<file path="src/rtl/demux8_2_collector_pkg.sv">
`default_nettype none
// ============================================================================
//  Module      : mux_pkg
//  Description : Shared definitions for the 8:1 x 2-bit slot datapath.
//                Default geometry (SLOTS/W), collector FSM state encoding,
//                slot-index type and a helper for the fill-count width.
//  Revision    : 1.0  initial release
// ============================================================================
package mux_pkg;

  // Default geometry: 8 slots of 2 bits, i.e. a 16-bit word.
  localparam int SLOTS_DEF = 8;
  localparam int W_DEF     = 2;

  // Collector states.  The FSM flop itself is a plain 1-bit vector so that
  // legacy tools see ordinary constants; the enum names the encoding.
  typedef enum logic [0:0] {
    FILL = 1'b0,
    HOLD = 1'b1
  } state_e;

  localparam logic [0:0] ST_FILL = FILL;
  localparam logic [0:0] ST_HOLD = HOLD;

  // Index of one slot inside a default-sized word.
  typedef logic [$clog2(SLOTS_DEF)-1:0] slot_idx_t;

  // Width needed to hold a fill count of 0..slots inclusive.
  function automatic int cnt_width(input int slots);
    return $clog2(slots) + 1;
  endfunction

endpackage : mux_pkg
`default_nettype wire

</file>
<file path="src/rtl/demux8_2_collector_if.sv">
`default_nettype none
// ============================================================================
//  Module      : demux8_2_collector_if
//  Description : Beat-in / word-out handshake bundle of the slot collector.
//    in_data   [W]            beat payload              (producer -> collector)
//    in_valid                 beat offered              (producer -> collector)
//    in_last                  beat closes word early    (producer -> collector)
//    in_ready                 collector accepts a beat  (collector -> producer)
//    out_data  [SLOTS*W]      assembled word            (collector -> consumer)
//    out_count [clog2(S)+1]   slots filled in out_data  (collector -> consumer)
//    out_valid                word available            (collector -> consumer)
//    out_ready                consumer takes the word   (consumer -> collector)
//  Modports   : slave  = collector view, master = producer/consumer view.
//  Revision    : 1.0  initial release
// ============================================================================
interface demux8_2_collector_if
  import mux_pkg::*;
#(
  parameter int SLOTS = SLOTS_DEF,
  parameter int W     = W_DEF
) ();

  localparam int CW = cnt_width(SLOTS);

  logic [W-1:0]       in_data;
  logic               in_valid;
  logic               in_last;
  logic               in_ready;
  logic [SLOTS*W-1:0] out_data;
  logic [CW-1:0]      out_count;
  logic               out_valid;
  logic               out_ready;

  modport slave (
    input  in_data,
    input  in_valid,
    input  in_last,
    output in_ready,
    output out_data,
    output out_count,
    output out_valid,
    input  out_ready
  );

  modport master (
    output in_data,
    output in_valid,
    output in_last,
    input  in_ready,
    input  out_data,
    input  out_count,
    input  out_valid,
    output out_ready
  );

endinterface : demux8_2_collector_if
`default_nettype wire

</file>
<file path="src/rtl/demux8_2_collector_slot_decoder.sv">
`default_nettype none
// ============================================================================
//  Module      : demux8_2_collector_slot_decoder
//  Description : Turns the slot pointer into a one-hot write enable for the
//                slot register array.  All enables are low unless a beat is
//                actually accepted this cycle.
//    ptr    [clog2(SLOTS)]  slot the next beat lands in
//    accept                 a beat is transferred this cycle
//    we     [SLOTS]         one-hot slot write enable
//  Revision    : 1.0  initial release
// ============================================================================
module demux8_2_collector_slot_decoder
  import mux_pkg::*;
#(
  parameter int SLOTS = SLOTS_DEF
) (
  input  logic [$clog2(SLOTS)-1:0] ptr,
  input  logic                     accept,
  output logic [SLOTS-1:0]         we
);

  localparam int PW = $clog2(SLOTS);

  for (genvar k = 0; k < SLOTS; k++) begin : g_we
    assign we[k] = accept && (ptr == PW'(k));
  end

endmodule : demux8_2_collector_slot_decoder
`default_nettype wire

</file>
<file path="src/rtl/demux8_2_collector.sv">
`default_nettype none
// ============================================================================
//  Module      : demux8_2_collector
//  Description : Write-side counterpart of the 8:1 x 2-bit mux.  Collects a
//                stream of W-bit beats and scatters beat n into slot n of a
//                SLOTS*W-bit word (slot k = bits [W*k+W-1 : W*k]).  The word
//                is presented on a valid/ready output once SLOTS beats have
//                arrived or a beat carries in_last.
//  Ports       :
//    clk        clock, all state on the rising edge
//    rst_n      asynchronous active-low reset
//    bus        demux8_2_collector_if.slave (beat input + word output)
//  Revision    : 1.0  initial release
// ============================================================================
module demux8_2_collector
  import mux_pkg::*;
#(
  parameter int SLOTS = SLOTS_DEF,
  parameter int W     = W_DEF
) (
  input  logic                  clk,
  input  logic                  rst_n,
  demux8_2_collector_if.slave   bus
);

  localparam int PW = $clog2(SLOTS);
  localparam int CW = cnt_width(SLOTS);
  localparam int DW = SLOTS * W;

  localparam logic [PW-1:0] LAST_SLOT = PW'(SLOTS - 1);

  // --------------------------------------------------------------------------
  // State
  // --------------------------------------------------------------------------
  logic [0:0]    state_q, state_d;
  logic [PW-1:0] ptr_q,   ptr_d;
  logic [DW-1:0] buf_q,   buf_d;
  logic [CW-1:0] count_q, count_d;

  logic          accept;
  logic          closing;
  logic [SLOTS-1:0] slot_we;

  // Beats are only taken while collecting; in HOLD the producer must keep
  // its beat on the bus until in_ready returns.
  assign accept  = bus.in_valid && (state_q == ST_FILL);

  // This beat completes the word: either the last slot or an early close.
  assign closing = accept && ((ptr_q == LAST_SLOT) || bus.in_last);

  demux8_2_collector_slot_decoder #(
    .SLOTS (SLOTS)
  ) u_slot_decoder (
    .ptr    (ptr_q),
    .accept (accept),
    .we     (slot_we)
  );

  // --------------------------------------------------------------------------
  // Next-state logic
  // --------------------------------------------------------------------------
  always_comb begin
    state_d = state_q;
    ptr_d   = ptr_q;
    buf_d   = buf_q;
    count_d = count_q;

    // Slot writes: the decoder only raises an enable while accepting.
    for (int k = 0; k < SLOTS; k++) begin
      if (slot_we[k]) begin
        buf_d[k*W +: W] = bus.in_data;
      end
    end

    case (state_q)
      ST_FILL: begin
        if (closing) begin
          // Pointer is left where it is; it only returns to 0 when the word
          // is handed off, so it can never wrap by overflow.
          state_d = ST_HOLD;
          count_d = {1'b0, ptr_q} + CW'(1);
        end else if (accept) begin
          ptr_d = ptr_q + PW'(1);
        end
      end

      ST_HOLD: begin
        if (bus.out_ready) begin
          // Clearing the buffer on hand-off is what makes slots above an
          // early close read back as zero in the next word.
          state_d = ST_FILL;
          ptr_d   = '0;
          buf_d   = '0;
          count_d = '0;
        end
      end

      default: begin
        state_d = ST_FILL;
        ptr_d   = '0;
        buf_d   = '0;
        count_d = '0;
      end
    endcase
  end

  // --------------------------------------------------------------------------
  // Registers
  // --------------------------------------------------------------------------
  always_ff @(posedge clk or negedge rst_n) begin
    if (!rst_n) begin
      state_q <= ST_FILL;
      ptr_q   <= '0;
      buf_q   <= '0;
      count_q <= '0;
    end else begin
      state_q <= state_d;
      ptr_q   <= ptr_d;
      buf_q   <= buf_d;
      count_q <= count_d;
    end
  end

  // --------------------------------------------------------------------------
  // Outputs: all straight from flops, no input-to-output combinational path.
  // --------------------------------------------------------------------------
  assign bus.in_ready  = (state_q == ST_FILL);
  assign bus.out_valid = (state_q == ST_HOLD);
  assign bus.out_data  = buf_q;
  assign bus.out_count = count_q;

endmodule : demux8_2_collector
`default_nettype wire

</file>
<file path="src/flat_wrapper.sv">
// flat-port wrapper written by rule: the top's interface ports become plain ports
module demux8_2_collector_flat import mux_pkg::*;
#(
  parameter int SLOTS = SLOTS_DEF,
  parameter int W     = W_DEF
)
  (clk, rst_n, bus_in_data, bus_in_valid, bus_in_last, bus_in_ready, bus_out_data, bus_out_count, bus_out_valid, bus_out_ready);
  demux8_2_collector_if #(.SLOTS(SLOTS), .W(W)) bus_i ();
  input  logic clk;
  input  logic rst_n;
  input wire logic [$bits(bus_i.in_data)-1:0] bus_in_data;
  input wire logic [$bits(bus_i.in_valid)-1:0] bus_in_valid;
  input wire logic [$bits(bus_i.in_last)-1:0] bus_in_last;
  output wire logic [$bits(bus_i.in_ready)-1:0] bus_in_ready;
  output wire logic [$bits(bus_i.out_data)-1:0] bus_out_data;
  output wire logic [$bits(bus_i.out_count)-1:0] bus_out_count;
  output wire logic [$bits(bus_i.out_valid)-1:0] bus_out_valid;
  input wire logic [$bits(bus_i.out_ready)-1:0] bus_out_ready;
  assign bus_i.in_data = bus_in_data;
  assign bus_i.in_valid = bus_in_valid;
  assign bus_i.in_last = bus_in_last;
  assign bus_in_ready = bus_i.in_ready;
  assign bus_out_data = bus_i.out_data;
  assign bus_out_count = bus_i.out_count;
  assign bus_out_valid = bus_i.out_valid;
  assign bus_i.out_ready = bus_out_ready;
  demux8_2_collector #(.SLOTS(SLOTS), .W(W)) u_core (.clk(clk), .rst_n(rst_n), .bus(bus_i));
endmodule
</file>
<file path="config.mk">
export PLATFORM = sky130hd
export DESIGN_NAME = demux8_2_collector_flat
export DESIGN_NICKNAME = d
export VERILOG_FILES = /design/src/rtl/demux8_2_collector_pkg.sv /design/src/rtl/demux8_2_collector_if.sv /design/src/rtl/demux8_2_collector_slot_decoder.sv /design/src/rtl/demux8_2_collector.sv /design/src/flat_wrapper.sv
export SDC_FILE = /design/constraint.sdc
export NUM_CORES = 1
export LEC_CHECK = 0
export CAP_MARGIN = 5
export CORE_MARGIN = 10
export CORE_UTILIZATION = 51
export DETAILED_ROUTE_END_ITERATION = 8
export GPL_ROUTABILITY_DRIVEN = 0
export MAX_ROUTING_LAYER = met4
export PLACE_DENSITY = 0.83
export SYNTH_ARGS = -nofsm -noshare
export SYNTH_HDL_FRONTEND = slang
export SYNTH_SLANG_ARGS = --single-unit
</file>
<file path="constraint.sdc">
create_clock -name clk -period 3.8 [get_ports clk]
set_clock_uncertainty 0.05 [all_clocks]
set_input_delay 0.57 -clock clk [delete_from_list [all_inputs] [get_ports clk]]
set_output_delay 0.57 -clock clk [all_outputs]
set_load 0.01 [all_outputs]
</file>
After elaboration in Yosys (flattened, before gate mapping)
Index checks and enable logic that the tools add are counted.
{"block": "word_totals", "ff_bits": 24, "input_bits": 7, "output_inout_bits": 22, "elab_cells": 52}
{"block": "op_classes", "n_addsub": 2, "n_eq_ne": 11, "mux": 20, "bitwise": 1, "reduce_logical": 14}
{"cell": "16-bit two-way mux", "count": 2}
{"cell": "2-bit two-way mux", "count": 8}
{"cell": "3-bit equality test (second input constant)", "count": 4}
{"cell": "1-bit logical AND", "count": 10}
{"cell": "3-bit two-way mux", "count": 3}
{"cell": "4-bit two-way mux", "count": 2}
{"cell": "4-bit case mux with 2 select lines", "count": 1}
{"cell": "3-bit by 2-bit equality test with 1-bit output (second input constant)", "count": 2}
{"cell": "3-bit case mux with 2 select lines", "count": 1}
{"cell": "3-bit by 1-bit adder with 4-bit output (second input constant)", "count": 1}
{"cell": "2-bit by 1-bit inequality test with 1-bit output (second input constant)", "count": 2}
{"cell": "2-bit inequality test (second input constant)", "count": 2}
{"cell": "3-bit by 1-bit adder with 3-bit output (second input constant)", "count": 1}
{"cell": "3-bit by 1-bit equality test with 1-bit output (second input constant)", "count": 1}
{"cell": "3-bit zero test", "count": 1}
{"cell": "3-bit AND reduction", "count": 1}
{"cell": "1-bit two-way mux", "count": 2}
{"cell": "1-bit case mux with 2 select lines", "count": 1}
{"cell": "2-bit AND reduction", "count": 1}
{"cell": "1-bit logical OR", "count": 1}
{"cell": "1-bit NOT", "count": 1}

Longest topological paths before layout
Gate-level depths: netlist of run 1.
{"block": "depth", "ltp_word": 6, "ltp_mapped": 6, "ltp_nobuf": 5}

Modules after synthesis
Synthesis of run 1 repeated with hierarchy kept, for this count alone.
{"block": "unflattened", "cells_unflattened": 99, "hier_area_um2": 1164.9}
{"mod": "demux8_2_collector", "n_inst": 1, "cells_each": 91, "area_each_um2": 1068.5, "seq_area_each_um2": 600.6}
{"mod": "demux8_2_collector_slot_decoder", "n_inst": 1, "cells_each": 8, "area_each_um2": 96.3, "seq_area_each_um2": 0.0}

Worst setup path before layout of run 1
OpenSTA, ideal clock, no wires.
{"block": "synth_path", "path_type": "register -> register", "start": "register u_core.ptr_q[0]", "end": "register u_core.ptr_q[0]", "t_arrival_ns": 1.566, "required_ns": 3.624, "path_slack_ns": 2.058, "path_stages_with_launch": 6, "n_path_buf": 0, "synth_period_minus_slack_ns": 1.742, "path_cell_list": "dfrtp_1 ha_1 ha_1 or4b_4 nand3_1 o21ai_1"}
{"block": "synth_between", "elab_chain_len": 5, "word_cells_on_any_way": 9}
{"item": "start, declared", "line_no": "demux8_2_collector.sv:36", "text": "logic [PW-1:0] ptr_q, ptr_d;"}
{"item": "start signal, assigned", "line_no": "demux8_2_collector.sv:118", "text": "ptr_q <= ptr_d;"}
{"item": "parallel branches: the longest is 5 deep, another holds 3-bit by 1-bit adder with 3-bit output"}
Several ways; the timed one is not identified. The select of a mux whose other input is x is not followed.
A chain may end at the register's enable or synchronous reset.

Final worst setup path of run 1
{"block": "layout_path", "start": "register u_core.state_q (netlist: u_core.bus.out_valid)", "end": "output bus_out_valid"}
{"item": "start, declared", "line_no": "demux8_2_collector.sv:35", "text": "logic [0:0] state_q, state_d;"}
{"item": "start signal, assigned", "line_no": "demux8_2_collector.sv:117", "text": "state_q <= state_d;"}
{"item": "end, declared", "line_no": "flat_wrapper.sv:17", "text": "output wire logic [$bits(bus_i.out_valid)-1:0] bus_out_valid;"}
No word-level cell between the ends.

==> results_dict.tcl, run 1 <==
set metrics [dict create \
    status "finished, final reports clean" \
    crit_required_ns 3.18 \
    synth-main-ff-cell "dfrtp_1" \
    drive_gt1_frac 0.06522 \
    r2r_slack_ns 1.89 \
    cp.depth 1 \
    ys_ff_latch 24 \
    wl_met1_um 1066 \
    die_w_um 67.25 \
    post-route-worst-setup-slack_ns 1.615 \
    clock_latency_ns 0.31 \
    power-per-cell-area_nw_per_um2 544.4 \
    synth-edff-count 0 \
    antenna_cells 0 \
    critPathLaunchType "register" \
    yosysSeqAreaShare 0.5275 \
    cts_tree "done" \
    synth_area_sq_um 1139 \
    crit_chain "clkdlybuf4s50_1" \
    holdBufCountCts 0 \
    dp_slack_ns 1.641 \
    finalCriticalPeriod_ns 2.185 \
    hpwl_um 1972 \
    final_hold_viol_count 0 \
    rsz0062_at_grt "false" \
    cp_max_fo 16 \
    cts_made_buffers 3 \
    grt.overflow.total 0 \
    dr_wl_met2_um 1220 \
    endpoint_kind "output pin" \
    slew-limit-headroom 0.3046 \
    avgSynthCellArea_sq_um 10.26 \
    yosys_warnings 0 \
    nNetsFinal 153 \
    clkSinkCount 24 \
    syn_to_final_growth_pct 27.69 \
    first_global_vias 940 \
    slowest_delay_ns 0.64 \
    synth_common_cells "dfrtp_1, nand2_1, o21ai_0" \
    io_buffers 28 \
    grt_max_degree 25 \
    met3_length_um 257 \
    die-area_sq_um 4523 \
    rows 17 \
    firstDrtPassIters 4 \
    netlist-cell-type-count 17 \
    max_freq_mhz 457.6 \
    synth.top_cells.by_area "dfrtp_1, nand2_1, mux2i_1" \
    grt_antenna_before_repair 0 \
    cts.path.max_buffers 2 \
    initial_utilization 0.5248 \
    critPathBufInv 1 \
    slew_violations 0 \
    postPlaceCellArea_sq_um 1431 \
    drt_iter0_markers 39 \
    grt_pass1_wl_um 4264 \
    vias 915 \
    post-synth-top-area-cell "dfrtp_1" \
    total_leakage_power_nw 0.6718 \
    period_share 0.5751 \
    fill_cells 180 \
    arrival_ns 1.57 \
    ios 29 \
    yosys.area.top_type_share 0.5275 \
    fin_setup_tns_ns 0 \
    remaining_drc_errors 0 \
    tightest_slew_ns 1.040 \
    cp_slowest_cell "clkdlybuf4s50_1" \
    stdcell_count 166 \
    wl_per_cell_um 15.59 \
    fin_util 0.6701 \
    reg2reg_depth 5 \
    clkSlewWorstSetupHoldPaths_ns 0.12 \
    die_h_um 67.25 \
    drt-total-wl_um 2588 \
    synthCells 111 \
    worst_hold_path_type "register to register" \
    ant_nets 0 \
    core_sq_um 2170 \
    dpl.cell_count 163 \
    highest_layer "met4" \
    clock_tree.root_cell "clkbuf_4" \
    async_flop_share 1.000 \
    vias_per_cell 5.512 \
    setup_violations 0 \
    grt_usage 0.1229 \
    hold_depth 2 \
    criticalPathCategory "register to output pin" \
    cp_top_family "buffers and inverters" \
    postCtsSetupBuffers 0 \
    htreeDepth 1 \
    final_cell_area_sq_um 1454 \
    cts-resized-gates 0 \
    yosysMostFrequentCell "dfrtp_1" \
    syn-num-nets 124 \
    ir_drop_uv 328.3 \
    cap_violations 0 \
]
-- layout by cell type (no fill, tap or decap) --
| cell type | instances |
|---|---|
| clkdlybuf4s50_1 | 28 |
| dfrtp_1 | 24 |
| nand2_1 | 23 |
| o21ai_0 | 11 |
| nand3_1 | 10 |
| mux2i_1 | 8 |
| o21ai_1 | 8 |
| inv_1 | 6 |
| ha_1 | 6 |
| nand4b_1 | 3 |
| and4bb_2 | 3 |
| clkbuf_4 | 3 |
| inv_2 | 1 |
| o22ai_1 | 1 |
| nor2b_1 | 1 |
| o211ai_2 | 1 |
| or4b_4 | 1 |
-- routing by layer --
layer  up-vias  track usage
met1       429       0.1348
met5         -            -
met3         7      0.04132
li1        439            -
met4         0      0.03077
met2        40       0.2097
-- worst paths after layout --
check,start,endpoint
worst max register to register,u_core.ptr_q[0],u_core.ptr_q[0]
worst min register to register,u_core.bus.out_data[9],u_core.bus.out_data[9]
min in group asynchronous,rst_n,u_core.bus.out_data[11]
worst max-delay path,u_core.bus.out_valid,bus_out_valid
worst min-delay path,u_core.bus.out_data[9],u_core.bus.out_data[9]
max in group asynchronous,rst_n,u_core.bus.out_count[1]
-- kinds of logic (layout without fill, tap and decap cells) --
kind of cell / Yosys count / count (layout) / share of synthesized area
flip-flops: 24 / 24 / 0.5275
buffers and inverters: 11 / 38 / 0.04285
AND/OR/NAND/NOR: 41 / 41 / 0.1934
AO/OA/AOI/OAI: 21 / 21 / 0.1000
adder cells (fa/ha/maj): 6 / 6 / 0.06593
multiplexers: 8 / 8 / 0.07033
-- worst register-to-register path, stage by stage, from the launching register on --
cell	delay, ns
dfrtp_1	0.48
ha_1	0.26
ha_1	0.22
or4b_4	0.59
nand3_1	0.11
o21ai_1	0.09
-- cell type report --
| type | instances | area, sq um | area share |
|---|---|---|---|
| clock buffer | 3 | 22.52 | 0.01549 |
| inverter | 7 | 26.28 | 0.01807 |
| multi-input combinational | 76 | 489.2 | 0.3365 |
| sequential | 24 | 600.6 | 0.4131 |
| tap | 28 | 35.03 | 0.02410 |
| timing repair buffer | 28 | 280.3 | 0.1928 |
-- sequential cells by signal (all words and copies together) (netlist names) --
name,flops
u_core.bus.out_count,4
u_core.bus.out_data,16
u_core.bus.out_valid,1
u_core.ptr_q,3
-- where the power goes --
| group | total, mW | switching (mW) | internal, mW |
|---|---|---|---|
| Clock | 0.108 | 0.0713 | 0.0371 |
| Sequential | 0.380 | 0.0581 | 0.322 |
| Combinational | 0.303 | 0.140 | 0.163 |
| Total | 0.792 | 0.269 | 0.522 |
-- through the flow --
step                hold WS (ns)  total power, mW
finish                    0.4592           0.7915
global route              0.4882           0.8481
CTS                       0.4686           0.7983
detailed placement        0.4411           0.6907
global placement          0.4296           0.6764
floorplan                 0.2244           0.5184
(Power assumes the default switching activity.)
==> run 2: changes to the inputs <==
Settings changed: CORE_UTILIZATION 51 to 47, PLACE_DENSITY 0.83 to 0.77.
Clock period 3.8 ns to 2.25 ns, I/O delays scaled along.
==> results_dict.tcl, run 2 (same netlist as run 1, synthesis figures left out) <==
set metrics [dict create \
    status "finished, final reports clean" \
    fin_setup_tns_ns 0 \
    cts_made_buffers 3 \
    cap_violations 0 \
    total_leakage_power_nw 0.6814 \
    fin_util 0.6515 \
    core_sq_um 2255 \
    die_w_um 69.22 \
    postPlaceCellArea_sq_um 1446 \
    initial_utilization 0.5050 \
    arrival_ns 1.55 \
    cts.path.max_buffers 2 \
    hpwl_um 2029 \
    clkSlewWorstSetupHoldPaths_ns 0.12 \
    largest_reg_flops 16 \
    wl_per_cell_um 16.00 \
    holdBufCountCts 0 \
    antenna_cells 0 \
    clock_tree.root_cell "clkbuf_4" \
    crit_required_ns 1.86 \
    cp_top_family "buffers and inverters" \
    pwr-share-seq 0.479 \
    die_h_um 69.22 \
    cp_max_fo 16 \
    final_common_cell "clkdlybuf4s50_1" \
    grt_max_degree 25 \
    dpl.cell_count 165 \
    slowest_delay_ns 0.64 \
    endpoint_kind "output pin" \
    postCtsSetupBuffers 0 \
    tightest_slew_ns 0.6545 \
    combPwrFrac 0.386 \
    grt.overflow.total 0 \
    ant_nets 0 \
    cts-resized-gates 0 \
    clkSinkCount 24 \
    worst_hold_path_type "input port to asynchronous set/reset pin" \
    power-per-cell-area_nw_per_um2 910.6 \
    p_total_mw 1.338 \
    crit_chain "clkdlybuf4s50_1" \
    netSwitchingPower_mw 0.4540 \
    final_cell_area_sq_um 1469 \
    drive_gt1_frac 0.07857 \
    drt_iter0_markers 25 \
    period_share 0.8618 \
    rsz0062_at_grt "false" \
    ir_drop_uv 534.9 \
    stdcell_count 168 \
    setup_violations 0 \
    slew_violations 0 \
    swShare 0.3394 \
    worst_hold_slack_ns 0.3278 \
    clock_power_share 0.135 \
    remaining_drc_errors 0 \
    slew-limit-headroom 0.5626 \
    clock_latency_ns 0.30 \
    post-route-worst-setup-slack_ns 0.3110 \
    vias 917 \
    dp_slack_ns 0.3806 \
    final_hold_viol_count 0 \
    max_freq_mhz 515.7 \
    cts_tree "done" \
    first_global_vias 939 \
    drt-total-wl_um 2688 \
    grt_antenna_before_repair 0 \
    ios 29 \
    firstDrtPassIters 4 \
    layout_common_cells "clkdlybuf4s50_1, dfrtp_1, nand2_1, o21ai_0, nand3_1" \
    critPathLaunchType "register" \
    criticalPathCategory "register to output pin" \
    grt_pass1_wl_um 4326 \
    grt_usage 0.1075 \
    critPathBufInv 1 \
    htreeDepth 1 \
    die-area_sq_um 4791 \
    finalCriticalPeriod_ns 1.939 \
    rows 17 \
    vias_per_cell 5.458 \
    io_buffers 28 \
    nNetsFinal 155 \
    syn_to_final_growth_pct 29.01 \
    cp_slowest_cell "clkdlybuf4s50_1" \
    p_int_mw 0.8836 \
]
[run 2: cell types whose count changed in the layout (fill, tap and decap cells not counted)]
| cell | previous run | this run |
|---|---|---|
| buf_4 | 0 | 2 |
[run 2: path summary, 6_finish.rpt]
| check | start | to | slack [ns] | cells past startpoint |
|---|---|---|---|---|
| min in group clk | u_core.bus.out_data[9] | u_core.bus.out_data[9] | 0.46 | 2 |
| worst max register to register | u_core.ptr_q[0] | u_core.ptr_q[0] | 0.36 | 5 |
| max in group asynchronous | rst_n | u_core.bus.out_count[2] | 1.59 | 2 |
| worst max-delay path | u_core.bus.out_valid | bus_out_valid | 0.31 | 1 |
| worst min register to register | u_core.bus.out_data[9] | u_core.bus.out_data[9] | 0.46 | 2 |
| worst min-delay path | rst_n | u_core.ptr_q[2] | 0.33 | 2 |
[run 2: layer usage]
| metal | global-route usage | vias to the layer above | wire [um] |
|---|---|---|---|
| met5 | - | - | 0 |
| met3 | 0.04993 | 2 | 257 |
| met2 | 0.1643 | 28 | 1220 |
| met4 | 0.03326 | 0 | 16 |
| met1 | 0.1219 | 446 | 1193 |
| li1 | - | 441 | - |
[run 2: power by group through the flow]
stage               registers [mW]  logic (mW)  clock network, mW
global route                 0.660       0.573              0.201
CTS                          0.640       0.527              0.185
finish                       0.640       0.517              0.181
floorplan                    0.670       0.206                  0
detailed placement           0.648       0.524                  0
global placement             0.641       0.508                  0
[run 2: layout make-up]
type / instances / area (sq um)
flip-flops and latches: 24 / 600.6
inverters: 7 / 26.28
repair buffers: 30 / 295.3
fillers: 217 / 785.8
well taps: 28 / 35.03
clock buffers: 3 / 22.52
multi-input cells: 76 / 489.2
==> run 3: changes to the inputs <==
Settings changed: GPL_TIMING_DRIVEN set to 0, PLACE_DENSITY 0.77 to 0.84.
==> results_dict.tcl, run 3 (same netlist as run 1, synthesis figures left out) <==
set metrics [dict create \
    status "finished, final reports clean" \
    ant_nets 0 \
    grt_antenna_before_repair 0 \
    p_total_mw 1.386 \
    p_int_mw 0.9236 \
    grt_max_degree 25 \
    postCtsSetupBuffers 0 \
    firstDrtPassIters 4 \
    finalCriticalPeriod_ns 2.006 \
    die_h_um 69.22 \
    core_sq_um 2255 \
    layout_common_cells "clkdlybuf4s50_1, dfrtp_1, nand2_1, o21ai_0, nand3_1" \
    cp_max_fo 10 \
    cts.path.max_buffers 2 \
    endpoint_kind "output pin" \
    initial_utilization 0.5050 \
    vias 914 \
    rows 17 \
    fin_util 0.6565 \
    grt.overflow.total 0 \
    grt_pass1_wl_um 4560 \
    drt-total-wl_um 2644 \
    die-area_sq_um 4791 \
    drive_gt1_frac 0.09859 \
    arrival_ns 1.62 \
    pwr-share-seq 0.451 \
    htreeDepth 1 \
    cts_tree "done" \
    clock_latency_ns 0.31 \
    clock_tree.root_cell "clkbuf_4" \
    die_w_um 69.22 \
    criticalPathCategory "register to output pin" \
    cts_made_buffers 3 \
    period_share 0.8915 \
    fin_setup_tns_ns 0 \
    worst_hold_slack_ns 0.3731 \
    io_buffers 27 \
    setup_violations 0 \
    final_hold_viol_count 0 \
    max_freq_mhz 498.5 \
    stdcell_count 170 \
    nNetsFinal 156 \
    dpl.cell_count 166 \
    ir_drop_uv 689.6 \
    combPwrFrac 0.387 \
    remaining_drc_errors 0 \
    holdBufCountCts 0 \
    wl_per_cell_um 15.55 \
    largest_reg_flops 16 \
    final_common_cell "clkdlybuf4s50_1" \
    cts-resized-gates 0 \
    clkSlewWorstSetupHoldPaths_ns 0.13 \
    slew-limit-headroom 0.2914 \
    tightest_slew_ns 1.060 \
    power-per-cell-area_nw_per_um2 936.7 \
    drt_iter0_markers 54 \
    hpwl_um 2073 \
    antenna_cells 0 \
    clock_power_share 0.162 \
    syn_to_final_growth_pct 30.00 \
    first_global_vias 953 \
    ios 29 \
    critPathLaunchType "register" \
    rsz0062_at_grt "false" \
    worst_hold_path_type "input port to register" \
    crit_required_ns 1.86 \
    swShare 0.3338 \
    vias_per_cell 5.376 \
    netSwitchingPower_mw 0.4629 \
    grt_usage 0.1147 \
    clkSinkCount 24 \
    cap_violations 0 \
    slew_violations 0 \
    total_leakage_power_nw 0.6926 \
]
[run 3: path summary, 6_finish.rpt]
check,from,end,slack (ns),cells after the start
worst max register to register,u_core.ptr_q[0],u_core.ptr_q[0],0.35,5
min in group asynchronous,rst_n,u_core.bus.out_data[8],0.54,1
worst max-delay path,u_core.bus.out_valid,bus_in_ready,0.24,3
worst min register to register,u_core.bus.out_data[12],u_core.bus.out_data[12],0.46,2
worst min-delay path,bus_in_valid,u_core.bus.out_data[12],0.37,3
max in group asynchronous,rst_n,u_core.ptr_q[2],0.98,1
[run 3: stage by stage]
step	worst slack, ns	area (sq um)
after global placement	0.4292	1444
after global routing	0.1646	1480
after detailed placement	0.3930	1444
after CTS	0.2392	1480
after floorplan	0.5084	1139
final	0.2442	1480
[run 3: power by group through the flow]
stage	Sequential [mW]	Clock (mW)	Combinational, mW
finish	0.626	0.225	0.536
global route	0.643	0.247	0.597
CTS	0.625	0.231	0.547
detailed placement	0.632	0	0.545
global placement	0.624	0	0.524
floorplan	0.670	0	0.206
[run 3: cell type report]
cell class | instances | area (sq um)
Clock buffer | 4 | 36.28
Multi-Input combinational cell | 76 | 489.2
Buffer | 4 | 22.52
Fill cell | 200 | 774.5
Timing Repair Buffer | 27 | 270.3
Tap cell | 28 | 35.03
Inverter | 7 | 26.28
Sequential cell | 24 | 600.6
[run 3: worst max-delay path: stages, from the launching register on]
cell and delay [ns]:
dfrtp_1 0.47, buf_2 0.21, inv_2 0.09, clkdlybuf4s50_1 0.54
[run 3: per-layer routing]
metal  vias to the layer above  share of wire  wire length, um  global-route usage
li1                        449              -                -                   -
met1                       439           0.42             1109              0.1287
met2                        24           0.50             1317              0.1845
met3                         2          0.076              202             0.04422
met4                         0         0.0053               14             0.03326
met5                         -              0                0                   -
